File: src/rtl/delay_var_pkg.sv
// Shared helpers for the variable-latency delay line.
//   clog2_f   : ceiling log2, never below 1 (usable as a port/array width)
//   clamp_lat : maps a requested latency onto the supported range 1..max_lat
package delay_var_pkg;

  // Smallest r >= 1 with 2**r >= v.
  function automatic int unsigned clog2_f(input int unsigned v);
    int unsigned r = 1;
    while ((32'd1 << r) < v) r++;
    return r;
  endfunction

  // Zero requests mean "one register"; oversize requests saturate at the ring depth.
  function automatic int unsigned clamp_lat(input int unsigned lat, input int unsigned max_lat);
    if (lat == 0) return 1;
    if (lat > max_lat) return max_lat;
    return lat;
  endfunction

endpackage

File: src/rtl/delay_var_ram.sv
// Simple dual-port ring storage with registered, write-first read.
//   clock, n_rst : clock; async reset of the read register only (array is not reset)
//   we_i, waddr_i, wdata_i : write port
//   re_i, raddr_i          : read enable/address; rdata_o updates only when re_i=1
//   rdata_o                : registered read data
module delay_var_ram #(
  parameter int unsigned DW    = 8,
  parameter int unsigned DEPTH = 16,
  parameter int unsigned AW    = 4
) (
  input  logic          clock,
  input  logic          n_rst,
  input  logic          we_i,
  input  logic [AW-1:0] waddr_i,
  input  logic [DW-1:0] wdata_i,
  input  logic          re_i,
  input  logic [AW-1:0] raddr_i,
  output logic [DW-1:0] rdata_o
);

  logic [DW-1:0] mem_q [DEPTH];
  logic [DW-1:0] rdata_q;
  logic [DW-1:0] rdata_d;

  // Storage array, no reset so it can map onto RAM.
  always_ff @(posedge clock) begin
    if (we_i) mem_q[waddr_i] <= wdata_i;
  end

  // Same-address read returns the word being written (needed for latency 1).
  always_comb begin
    rdata_d = rdata_q;
    if (re_i) rdata_d = (we_i && (waddr_i == raddr_i)) ? wdata_i : mem_q[raddr_i];
  end

  // Read register is reset and only loads valid words, so it never carries X.
  always_ff @(posedge clock or negedge n_rst) begin
    if (!n_rst) rdata_q <= '0;
    else        rdata_q <= rdata_d;
  end

  assign rdata_o = rdata_q;

endmodule

File: src/rtl/delay_var.sv
// Variable-latency delay line: samples re-emerge L enabled cycles after acceptance.
//   clock, n_rst        : clock, async active-low reset
//   en                  : advance enable (0 holds everything)
//   flush               : synchronous clear of in-flight samples
//   latency             : requested delay, clamped to 1..MAX_LATENCY
//   in_valid, in_data   : input sample
//   out_valid, out_data : delayed sample (registered)
//   primed              : L enabled cycles elapsed since last reset/flush/latency change
module delay_var
  import delay_var_pkg::*;
#(
  parameter int unsigned BIT_WIDTH   = 8,
  parameter int unsigned MAX_LATENCY = 16,
  parameter int unsigned LAT_W       = clog2_f(MAX_LATENCY + 1)
) (
  input  logic                 clock,
  input  logic                 n_rst,
  input  logic                 en,
  input  logic                 flush,
  input  logic [LAT_W-1:0]     latency,
  input  logic                 in_valid,
  input  logic [BIT_WIDTH-1:0] in_data,
  output logic                 out_valid,
  output logic [BIT_WIDTH-1:0] out_data,
  output logic                 primed
);

  localparam int unsigned AW = clog2_f(MAX_LATENCY);
  localparam int unsigned SW = AW + 1;

  logic [LAT_W-1:0]       lat_r_q, lat_r_d;
  logic [AW-1:0]          wp_q, wp_d;
  logic [MAX_LATENCY-1:0] vld_q, vld_d;
  logic                   out_valid_q, out_valid_d;
  logic [LAT_W-1:0]       cnt_q, cnt_d;
  logic                   primed_q, primed_d;

  logic [LAT_W-1:0] lat_eff_c;
  logic             clr_c;
  logic [SW-1:0]    rsum_c;
  logic [AW-1:0]    raddr_c;
  logic             sel_vld_c;
  logic             ram_we_c;
  logic             ram_re_c;

  // Effective latency and the single clear condition (flush and/or latency change).
  always_comb begin
    lat_eff_c = LAT_W'(clamp_lat(32'(latency), MAX_LATENCY));
    clr_c     = en & (flush | (lat_eff_c != lat_r_q));
  end

  // Read slot is L-1 entries behind the write pointer; L=1 reads the slot being written.
  always_comb begin
    rsum_c    = {1'b0, wp_q} + SW'(MAX_LATENCY + 1) - SW'(lat_r_q);
    raddr_c   = (rsum_c >= SW'(MAX_LATENCY)) ? AW'(rsum_c - SW'(MAX_LATENCY)) : AW'(rsum_c);
    sel_vld_c = (raddr_c == wp_q) ? in_valid : vld_q[raddr_c];
    ram_we_c  = en & ~clr_c & in_valid;
    ram_re_c  = en & ~clr_c & sel_vld_c;
  end

  // Next-state for pointer, valid flags, output valid and priming counter.
  always_comb begin
    lat_r_d     = lat_r_q;
    wp_d        = wp_q;
    vld_d       = vld_q;
    out_valid_d = out_valid_q;
    cnt_d       = cnt_q;
    primed_d    = primed_q;
    if (en) begin
      lat_r_d = lat_eff_c;
      wp_d    = (wp_q == AW'(MAX_LATENCY - 1)) ? '0 : wp_q + AW'(1);
      if (clr_c) begin
        // The sample presented on a clearing edge is dropped.
        vld_d       = '0;
        out_valid_d = 1'b0;
        cnt_d       = '0;
        primed_d    = 1'b0;
      end else begin
        vld_d[wp_q] = in_valid;
        out_valid_d = sel_vld_c;
        cnt_d       = (cnt_q == lat_r_q) ? cnt_q : cnt_q + LAT_W'(1);
        primed_d    = (cnt_d == lat_r_q);
      end
    end
  end

  // State registers.
  always_ff @(posedge clock or negedge n_rst) begin
    if (!n_rst) begin
      lat_r_q     <= LAT_W'(MAX_LATENCY);
      wp_q        <= '0;
      vld_q       <= '0;
      out_valid_q <= 1'b0;
      cnt_q       <= '0;
      primed_q    <= 1'b0;
    end else begin
      lat_r_q     <= lat_r_d;
      wp_q        <= wp_d;
      vld_q       <= vld_d;
      out_valid_q <= out_valid_d;
      cnt_q       <= cnt_d;
      primed_q    <= primed_d;
    end
  end

  delay_var_ram #(
    .DW    (BIT_WIDTH),
    .DEPTH (MAX_LATENCY),
    .AW    (AW)
  ) u_ram (
    .clock   (clock),
    .n_rst   (n_rst),
    .we_i    (ram_we_c),
    .waddr_i (wp_q),
    .wdata_i (in_data),
    .re_i    (ram_re_c),
    .raddr_i (raddr_c),
    .rdata_o (out_data)
  );

  assign out_valid = out_valid_q;
  assign primed    = primed_q;

endmodule

File: config.mk
export PLATFORM = sky130hd
export DESIGN_NAME = delay_var
export DESIGN_NICKNAME = d
export VERILOG_FILES = /design/src/rtl/delay_var_pkg.sv /design/src/rtl/delay_var_ram.sv /design/src/rtl/delay_var.sv
export SDC_FILE = /design/constraint.sdc
export NUM_CORES = 1
export LEC_CHECK = 0
export ABC_AREA = 1
export CORE_MARGIN = 4
export CORE_UTILIZATION = 57
export CTS_BUF_LIST = sky130_fd_sc_hd__clkbuf_2
export CTS_CLUSTER_DIAMETER = 200
export DETAILED_ROUTE_END_ITERATION = 16
export GPL_ROUTABILITY_DRIVEN = 0
export MAX_ROUTING_LAYER = met4
export PLACE_DENSITY_LB_ADDON = 0.3
export SETUP_SLACK_MARGIN = 0.5
export SLEW_MARGIN = 20
export SYNTH_ARGS = -nofsm -noshare
export SYNTH_HDL_FRONTEND = slang
export SYNTH_SLANG_ARGS = --single-unit
export TNS_END_PERCENT = 5
File: constraint.sdc
create_clock -name clock -period 2.4 [get_ports clock]
set_input_delay 0.48 -clock clock [delete_from_list [all_inputs] [get_ports clock]]
set_output_delay 0.48 -clock clock [all_outputs]
set_load 0.005 [all_outputs]
### Word-level counts from Yosys, hierarchy flattened

Memory sizes are Yosys's and may differ from the RTL's. A register that Yosys moved wholly into a read port is not among the register bits.
Cells that the tools add are included.

| storage, ports and cells | value |
|---|---|
| memories kept | 1 |
| memory bits (writable) | 128 |
| input port bits | 18 |
| word-level logic and storage cells | 53 |
| bits in registers | 32 |

| operators by class | value |
|---|---|
| magnitude comparators | 5 |
| equality and inequality tests | 5 |
| bitwise logic cells | 6 |
| mux-type cells | 22 |
| add/subtract/negate cells | 5 |
| reduce and logical (&&, ||, !) cells | 3 |

Memory list:

| memory | depth | bits a word | rd ports | clocked after Yosys merged registers in | wr ports | RTL line | text |
|---|---|---|---|---|---|---|---|
| u_ram.mem_q | 16 | 8 | 1 | 1 | 1 | delay_var_ram.sv:21 | `logic [DW-1:0] mem_q [DEPTH];` |

Operator list:

| operator | number |
|---|---|
| 5-bit two-way mux | 5 |
| 16-bit bitwise mux | 1 |
| 16-bit two-way mux | 1 |
| 1-bit two-way mux | 11 |
| 5-bit equality test | 2 |
| 4-bit by 5-bit < comparator with 1-bit output, second input constant | 2 |
| 4-bit two-way mux | 2 |
| 4-bit by 5-bit adder with 5-bit output, second input constant | 1 |
| 5-bit by 1-bit adder with 5-bit output, second input constant | 1 |
| 5-bit >= comparator, second input constant | 1 |
| 5-bit > comparator, second input constant | 1 |
| 5-bit zero test | 1 |
| 5-bit inequality test | 1 |
| 5-bit subtractor | 1 |
| 4-bit by 1-bit adder with 4-bit output, second input constant | 1 |
| 1-bit bitwise AND | 4 |
| 1-bit binary-select mux with 4-bit select | 1 |
| 1-bit demux with 4-bit select | 1 |
| 4-bit equality test | 1 |
| 4-bit equality test, second input constant | 1 |
| 4-bit by 1-bit >= comparator with 1-bit output, second input constant | 1 |
| 4-bit by 1-bit subtractor with 4-bit output, second input constant | 1 |
| 1-bit logical AND | 1 |
| 1-bit zero test | 1 |
| 2 further kinds | 2 |

### Depth between registers and ports, before layout

Gate-level depths: netlist of run 1.

| depth | value |
|---|---|
| depth in word-level cells | 13 |
| depth in mapped cells | 17 |
| depth with buffers taken out | 17 |

### Hierarchy

From an unflattened synthesis of run 1, not the netlist that was laid out.

| second synthesis, totals | value |
|---|---|
| cells, all modules | 924 |
| area, all modules | 8,182.8 sq um |

By module, submodules not included:

| module | area an instance (sq um) | times used | cells each |
|---|---|---|---|
| delay_var_ram | 5,979.5 | 1 | 593 |
| delay_var | 2,203.4 | 1 | 331 |

### Worst setup path after synthesis of run 1

OpenSTA, ideal clock, no wires.

| path | value |
|---|---|
| kind | reg-to-reg |
| from | register wp_q[1] |
| to | register u_ram.rdata_q[5], in the netlist u_ram.rdata_o[5] (read register of u_ram.mem_q) |
| setup time | 121 ps |
| required time | 2,279 ps |
| data arrival time | 2,475 ps |
| cell stages (with the launch flop) | 16 |
| setup slack | -196 ps |
| buffers on the path | 2 |
| clock period less this slack | 2,596 ps |
| path through | dfrtp_1 -> inv_1 -> ha_1 -> inv_1 -> ha_1 -> inv_1 -> fa_1 -> buf_2 -> buf_1 -> o221ai_1 -> o21ai_0 -> nand2_1 -> nand2_1 -> nand2_1 -> nand3_1 -> nand2_1 |

| between the ends | value |
|---|---|
| word-level cells in the longest chain between the ends | 8 |
| elaborated cells between the ends (all ways) | 10 |
| those cells by class | add/sub: 3; order compare: 1; eq/ne: 1; mux: 4; bitwise: 1 |

Ends and longest elaborated chain:

| item | RTL line | text |
|---|---|---|
| start, declared | delay_var.sv:32 | `logic [AW-1:0] wp_q, wp_d;` |
| start signal, assigned | delay_var.sv:98 | `wp_q <= wp_d;` |
| 4-bit by 5-bit adder with 5-bit output | delay_var.sv:54 | `rsum_c = {1'b0, wp_q} + SW'(MAX_LATENCY + 1) - SW'(lat_r_q);` |
| 5-bit subtractor | delay_var.sv:54 |  |
| 4-bit by 1-bit subtractor with 4-bit output or 5-bit >= comparator (tied branches) | delay_var.sv:55 | `raddr_c = (rsum_c >= SW'(MAX_LATENCY)) ? AW'(rsum_c - SW'(MAX_LATENCY)) : AW'(rsum_c);` |
| 4-bit two-way mux | delay_var.sv:55 |  |
| 1-bit binary-select mux with 4-bit select | delay_var.sv:56 | `sel_vld_c = (raddr_c == wp_q) ? in_valid : vld_q[raddr_c];` |
| 1-bit two-way mux (implied by the code) | delay_var.sv:56 |  |
| 1-bit two-way mux | delay_var.sv:56 |  |
| 1-bit bitwise AND | delay_var.sv:58 | `ram_re_c = en & ~clr_c & sel_vld_c;` |
| end, declared | delay_var_ram.sv:22 | `logic [DW-1:0] rdata_q;` |

Several ways; a longest one is shown, not always the timed one. The select of a mux whose other input is x is not followed.
A chain may end at the register's enable or synchronous reset.

### Worst setup path in the final report of run 1

| path | value |
|---|---|
| from | register wp_q[1] |
| to | register u_ram.rdata_q[3], in the netlist u_ram.rdata_o[3] (read register of u_ram.mem_q) |

The elaborated chain is that of the path after synthesis.

==> qor.log, run 1 <==
qor: run_status.run_status finished, violations left
qor: run_status.violations setup timing
qor: setup_path.worstSetupEndpointType flop
qor: pwr.peakVddDrop 1.397 mV
qor: setup_path.cp_num_buf_inv 5
qor: logic_synthesis.yosys_reg_bits 168
qor: setup_path.critPathMaxStageDelay 0.65 ns
qor: logic_synthesis.synth.top_cell.area_share 50.02%
qor: pwr.combinationalPowerShare 52.1%
qor: detailed_routing.via_cell_ratio 5.894
qor: logic_synthesis.netlist_area 7684 um2
qor: detailed_routing.drt_pre_antenna_iters 5
qor: timing.skew 0.03285 ns
qor: global_routing.antenna_found_initial 0
qor: detailed_routing.totalWireLength 19020 um
qor: layout.antenna_cells 0
qor: detailed_routing.vias 5847
qor: die.io_pins 28
qor: setup_path.cell_count_of_the_worst_reg_to_reg_path 15
qor: global_routing.grt_pass1_vias 5758
qor: logic_synthesis.netlist-cell-type-count 36
qor: pwr.seqPwrFrac 33.8%
qor: placement.port-buffer-count 27
qor: pwr.clock_power_share 14.1%
qor: setup_path.critPathTopFamily adder cells
qor: clocking.cts.reportedPaths.clkPinSlew 0.25 ns
qor: setup_path.cp_common_cell inv_2
qor: setup_path.critical_path.startpoint_type flop
qor: clocking.numClockSinks 168
qor: die.floorplan.die_area 15400 um2
qor: die.dieHeight 124.1 um
qor: logic_synthesis.synthFlopType edfxtp_1
qor: setup_path.cp_slowest_cell fa_2
qor: setup_path.r2r_slack -0.15 ns
qor: timing.layout_min_cycle_time 2.545 ns
qor: logic_synthesis.synth_edf_count 128
qor: layout.nNetsFinal 831
qor: detailed_routing.avgRoutedWirePerCell 19.17 um
qor: pwr.intPower 5.548 mW
qor: die.die_width 124.1 um
qor: worst_hold_path.worstHoldPathType input port to asynchronous set/reset pin
qor: logic_synthesis.synth_most_common_cell edfxtp_1
qor: pwr.power_switching 4.295 mW
qor: setup_path.r2r_start wp_q[1]$_DFFE_PN0P_
qor: setup_path.timing_worst_setup_path_type flop to flop
qor: setup_path.crit_arrival 3.20 ns
qor: timing.hold-worst-slack 0.3615 ns
qor: global_routing.grt_first_pass_wirelength 29520 um
qor: die.area_of_the_core 13240 um2
qor: timing.setup_viol 9
qor: timing.final_hold_viol_count 0
qor: clocking.cts_tree done
qor: detailed_routing.drt_first_iter_violations 623
qor: global_routing.final_global_route_overflow_total 0
qor: logic_synthesis.post_synth_inst_count 728
qor: placement.post-dp-hpwl 12770 um
qor: placement.cell_area_after_placement 8554 um2
qor: die.start_util 58.02%
qor: setup_path.biggest_fanout_along_the_worst_timing_path 6
qor: pwr.power_density 1105 nW/um2
qor: logic_synthesis.post_synth_most_frequent_cells 128 x edfxtp_1, 117 x nand2_1, 103 x nor2_1, 102 x o21ai_0, 45 x nand3_1
qor: timing.final_critical_path_setup_slack -0.1451 ns
qor: timing.drv_slew 0
qor: flow_run.drv_cap 0
qor: timing.tightestPinTransition 0.9306 ns
qor: timing.fmaxAchievable 392.9 MHz
qor: setup_path.worstPathCellList inv_2 > ha_4 > inv_2 > ha_4 > inv_2 > fa_2 > xnor2_2 > nor2_1 > nand2_2 > inv_2 > nand2_2 > nand2_4 > buf_6 > o21ai_1 > nand3_1
qor: clocking.cts_made_buffers 17
qor: setup_path.timing.rr.end u_ram.rdata_o[3]$_DFFE_PN0P_
qor: die.rows 42
qor: logic_synthesis.synthesis.yosys.warnings 0
qor: layout.post-route-cell-area 8911 um2
qor: layout.post_route_cells_drive_above_1_share 19.98%
qor: pwr.swShare 43.63%
qor: pwr.leakage 3.405 nW
qor: detailed_routing.route.detailed.drc 0
qor: logic_synthesis.postSynth.asyncResetShare 23.81%
qor: layout.synthToLayoutAreaGrowth 15.97%
qor: logic_synthesis.synth.avg_cell_area 10.55 um2
qor: timing.max_slew_margin 37.96%
qor: setup_path.cp.required 3.05 ns
qor: global_routing.grt_max_degree 51
qor: logic_synthesis.seq_area_frac_synth 63.07%
qor: clocking.clockRootBuffer clkbuf_2
qor: timing.setup_repair_after_global_routing_missed_its_margin yes
qor: global_routing.grt_use_total 26.77%
qor: clocking.worstSkewPairLatency 0.76 ns
qor: logic_synthesis.synthTopCellsByArea edfxtp_1 50%, dfrtp_1 13%, o21ai_0 6.6%
qor: logic_synthesis.nets_in_the_synthesized_netlist 756
qor: timing.fin_crit_sh 106.0%
qor: logic_synthesis.synth_area_leader_cell edfxtp_1
qor: clocking.clk_path_buf_depth 2
qor: clocking.clock_tree.htree_level_count 4
qor: detailed_routing.antenna_nets_post_route 0
qor: timing.final.setup.tns -1.045 ns
-- cells by family after synthesis --
family | count (synthesis) | share of synthesized area [%]
AO/OA/AOI/OAI | 169 | 12.77
XOR/XNOR | 16 | 1.824
adder cells (fa/ha/maj) | 10 | 1.726
buffers and inverters | 82 | 4.771
flip-flops | 168 | 63.07
AND/OR/NAND/NOR | 283 | 15.84
-- per-stage QoR --
| stage | cells | setup slack, ns | power, mW | util, % |
|---|---|---|---|---|
| 6_report | 992 | -0.1451 | 9.843 | 67.29 |
| 3_5_place_dp | 954 | -0.2647 | 8.012 | 64.60 |
| 2_1_floorplan | 728 | 0.08127 | 6.345 | - |
| 5_1_grt | 992 | -0.2721 | 10.48 | 67.29 |
| 4_1_cts | 989 | -0.1662 | 9.554 | 66.46 |
| 3_3_place_gp | 954 | -0.1370 | 7.907 | 64.60 |
-- per-layer routing --
layer  global-route usage (%)  vias up  wire, um
met5                        -        -         0
met4                    9.719        0       462
met3                    6.403       55      1561
met2                    45.07      283      9684
met1                    31.57     2810      7312
li1                         -     2699         -
-- state kept, by name, summed over array words and instances (netlist names) --
signal and flops:
cnt_q 5, u_ram.rdata_o 8, vld_q 16, u_ram.mem_q 128, primed 1, out_valid 1
wp_q 4, lat_r_q 5
-- final cells by class --
cell class,count,area [um2]
Fill cell,1021,4332
Sequential cell,168,4846
Tap cell,176,220.2
Clock inverter,15,127.6
Timing Repair Buffer,93,840.8
Inverter,45,173.9
Clock buffer,17,85.08
Multi-Input combinational cell,478,2618
-- layout by cell type (no fill, tap or decap), types with 7 or more instances in the layout --
master           instances
nand2_1                111
dfrtp_1                 39
o22ai_2                  7
buf_12                   7
clkdlybuf4s50_1         16
o221ai_1                 7
inv_1                   34
o21ai_0                 99
o211ai_1                 7
nor2_1                  97
buf_2                   10
o21ai_1                 17
buf_4                   52
xor2_1                  10
nand2_2                  9
inv_2                   10
clkbuf_2                17
nand3_2                  7
nand3_1                 39
edfxtp_1               128
o22ai_1                 28
-- power groups by stage --
stage               Combinational [mW]  Clock [mW]  Sequential [mW]
floorplan                         2.96           0             3.38
CTS                               4.82        1.40             3.33
global route                      5.59        1.55             3.34
detailed placement                4.63           0             3.39
finish                            5.13        1.39             3.33
global placement                  4.52           0             3.39
-- what timing repair did --
item	CTS	global route
hold buffers	1	0
hold endpoints to repair	39	0
setup buffers	2	2
endpoints found under the setup margin	155	152
pin swaps	20	11
cloned	0	1
resized for setup	54	19
-- worst register-to-register path, cell delays in order (launching register included) --
cell	delay (ns)
dfrtp_1	0.45
inv_2	0.09
ha_4	0.20
inv_2	0.06
ha_4	0.11
inv_2	0.03
fa_2	0.65
xnor2_2	0.13
nor2_1	0.07
nand2_2	0.09
inv_2	0.06
nand2_2	0.07
nand2_4	0.08
buf_6	0.13
o21ai_1	0.13
nand3_1	0.08
-- worst max-delay path by stage --
stage / startpoint / endpoint / slack (ns) / cells past startpoint
global placement: latency[4] / u_ram.mem_q[2][6]$_DFFE_PP_ / -0.14 / 12
floorplan: wp_q[1]$_DFFE_PN0P_ / u_ram.rdata_o[2]$_DFFE_PN0P_ / 0.08 / 17
finish: wp_q[1]$_DFFE_PN0P_ / u_ram.rdata_o[3]$_DFFE_PN0P_ / -0.15 / 15
CTS: wp_q[1]$_DFFE_PN0P_ / u_ram.rdata_o[5]$_DFFE_PN0P_ / -0.17 / 15
detailed placement: latency[1] / u_ram.mem_q[9][0]$_DFFE_PP_ / -0.26 / 13
global route: wp_q[1]$_DFFE_PN0P_ / u_ram.rdata_o[1]$_DFFE_PN0P_ / -0.27 / 15
(Power assumes the default switching activity.)
==> run 2, diff against run 1 <==
--- a/config.mk
+++ b/config.mk
@@ -7,7 +7,7 @@
 export LEC_CHECK = 0
 export ABC_AREA = 1
 export CORE_MARGIN = 4
-export CORE_UTILIZATION = 57
+export CORE_UTILIZATION = 60
 export CTS_BUF_LIST = sky130_fd_sc_hd__clkbuf_2
 export CTS_CLUSTER_DIAMETER = 200
 export DETAILED_ROUTE_END_ITERATION = 16
==> constraint.sdc (replaced) <==
create_clock -name clock -period 3.3 [get_ports clock]
set_input_delay 0.66 -clock clock [delete_from_list [all_inputs] [get_ports clock]]
set_output_delay 0.66 -clock clock [all_outputs]
set_load 0.005 [all_outputs]
==> qor.log, run 2 (synthesis results as in run 1) <==
qor: run_status.run_status completed
qor: placement.port-buffer-count 27
qor: clocking.worstSkewPairLatency 0.73 ns
qor: pwr.combinationalPowerShare 49.2%
qor: die.floorplan.die_area 14680 um2
qor: clocking.clock_tree.htree_level_count 4
qor: detailed_routing.top_signal_layer_used met4
qor: timing.fin_crit_sh 83.22%
qor: global_routing.grt_pass1_vias 5465
qor: layout.top_register u_ram.mem_q
qor: pwr.intPower 4.006 mW
qor: layout.fillCellCount 915
qor: pwr.swShare 42.59%
qor: worst_hold_path.worstHoldPathType input port to asynchronous set/reset pin
qor: global_routing.final_global_route_overflow_total 0
qor: detailed_routing.drt_first_iter_violations 721
qor: timing.final_hold_viol_count 0
qor: detailed_routing.routed-wl-met3 1488 um
qor: setup_path.r2r_start wp_q[1]$_DFFE_PN0P_
qor: timing.setup_viol 0
qor: pwr.seqPwrFrac 34.9%
qor: timing.skew 0.02354 ns
qor: pwr.leakage 3.247 nW
qor: pwr.power_density 811.1 nW/um2
qor: layout.antenna_cells 0
qor: setup_path.timing_worst_setup_path_type flop to flop
qor: placement.placed_cells 919
qor: timing.max_slew_margin 37.67%
qor: setup_path.cell_count_of_the_worst_reg_to_reg_path 15
qor: detailed_routing.route.detailed.drc 0
qor: clocking.clockRootBuffer clkbuf_2
qor: layout.mostFrequentLayoutCells 128 x edfxtp_1, 114 x nand2_1, 103 x nor2_1
qor: detailed_routing.vias 5680
qor: clocking.cts_made_buffers 17
qor: clocking.numClockSinks 168
qor: detailed_routing.via_cell_ratio 5.923
qor: layout.nNetsFinal 802
qor: flow_run.drv_cap 0
qor: timing.layout_min_cycle_time 2.746 ns
qor: layout.layout.cells.most_common edfxtp_1
qor: clocking.clk_path_buf_depth 2
qor: timing.setup_repair_after_global_routing_missed_its_margin no
qor: setup_path.cp.required 3.94 ns
qor: detailed_routing.dr_wl_met2 9088 um
qor: setup_path.r2r_slack 0.55 ns
qor: layout.layout.core_utilization 68.44%
qor: layout.post_route_cells_drive_above_1_share 13.72%
qor: pwr.power_switching 2.971 mW
qor: clocking.cts.reportedPaths.clkPinSlew 0.22 ns
qor: global_routing.antenna_found_initial 0
qor: clocking.cts_hold_fix_bufs 0
qor: timing.tightestPinTransition 0.9349 ns
qor: pwr.total_power 6.977 mW
qor: setup_path.timing.rr.end u_ram.rdata_o[7]$_DFFE_PN0P_
qor: detailed_routing.drt_pre_antenna_iters 7
qor: timing.final.setup.tns 0 ns
qor: setup_path.worstSetupEndpointType flop
qor: pwr.peakVddDrop 0.6861 mV
qor: layout.synthToLayoutAreaGrowth 11.95%
qor: die.io_pins 28
qor: timing.final_critical_path_setup_slack 0.5539 ns
qor: placement.post-place-ws 0.2687 ns
qor: global_routing.grt_max_degree 65
qor: setup_path.biggest_fanout_along_the_worst_timing_path 7
qor: setup_path.critical_path.startpoint_type flop
qor: global_routing.grt_first_pass_wirelength 29040 um
qor: layout.number_of_flip_flops_in_the_largest_register 128
qor: die.area_of_the_core 12570 um2
qor: die.dieHeight 121.2 um
qor: detailed_routing.drt-met1-wl 7336 um
qor: pwr.clock_power_share 15.8%
qor: placement.post-dp-hpwl 12170 um
qor: detailed_routing.avgRoutedWirePerCell 19.07 um
qor: setup_path.crit_arrival 3.39 ns
qor: timing.drv_slew 0
qor: detailed_routing.totalWireLength 18290 um
qor: die.start_util 61.13%
qor: clocking.cts_tree done
qor: die.die_width 121.2 um
qor: die.rows 41
qor: layout.final_cell_count_no_fill 959
qor: timing.fmaxAchievable 364.2 MHz
qor: detailed_routing.antenna_nets_post_route 0
qor: global_routing.grt_use_total 27.05%
## run 2: changes by cell type in the layout (fill, tap and decap cells not counted), sizes merged
cell,before,now
buf,74,38
clkdlybuf4s50,16,26
clkinvlp,6,1
clkinv,5,9
bufinv,1,3
inv,48,46
dlygate4sd2,1,0
dlygate4sd3,1,0
## run 2: area by class of cell
class | instances | area (um2) | area share [%]
tap | 172 | 215.2 | 2.502
clock buffer | 18 | 90.09 | 1.047
timing repair buffer | 64 | 578.1 | 6.720
clock inverter | 14 | 156.4 | 1.818
multi-input combinational | 478 | 2541 | 29.54
sequential | 168 | 4847 | 56.35
inverter | 45 | 173.9 | 2.022
## run 2: how the worst max path moves through the flow
stage | start | end | slack, ns
2_1_floorplan | wp_q[1]$_DFFE_PN0P_ | u_ram.rdata_o[5]$_DFFE_PN0P_ | 0.70
3_3_place_gp | latency[4] | u_ram.mem_q[3][7]$_DFFE_PP_ | 0.32
3_5_place_dp | latency[2] | u_ram.mem_q[3][4]$_DFFE_PP_ | 0.27
4_1_cts | wp_q[1]$_DFFE_PN0P_ | u_ram.rdata_o[5]$_DFFE_PN0P_ | 0.53
5_1_grt | wp_q[1]$_DFFE_PN0P_ | u_ram.rdata_o[1]$_DFFE_PN0P_ | 0.47
6_report | wp_q[1]$_DFFE_PN0P_ | u_ram.rdata_o[7]$_DFFE_PN0P_ | 0.55
## run 2: metal layers
metal	track usage [%]	vias to the layer above
met5	-	-
met4	8.754	0
met3	5.641	39
met2	42.24	276
met1	36.18	2722
li1	-	2643
## run 2: worst max-delay path: stages (launching register included)
cell,delay (ns)
dfrtp_1,0.44
inv_2,0.09
ha_1,0.23
inv_1,0.07
ha_1,0.13
inv_1,0.06
fa_2,0.64
buf_8,0.14
nand3_1,0.10
nand3_1,0.10
nand2_2,0.08
nand2_2,0.08
nand2_4,0.08
buf_4,0.15
o21ai_0,0.18
nand2_1,0.08
## run 2: power by group through the flow
stage                     Sequential, mW  Clock, mW  Combinational, mW
final                               2.44       1.11               3.44
after floorplan                     2.46          0               2.08
after global routing                2.45       1.21               3.74
after detailed placement            2.48          0               3.03
after global placement              2.48          0               2.97
after CTS                           2.43       1.12               3.12
## run 2: metrics by stage
step                hold WS, ns  instance area, um2
finish                  0.03253                8602
global route            0.03833                8602
CTS                     0.01758                8487
detailed placement       0.4757                8204
global placement         0.4665                8204
floorplan                0.3644                7684
## run 2: repair_timing
action / CTS / global route
setup buffers: 2 / 6
endpoints found under the setup margin: 9 / 8
pin swaps: 1 / 6
gates resized for setup: 8 / 16
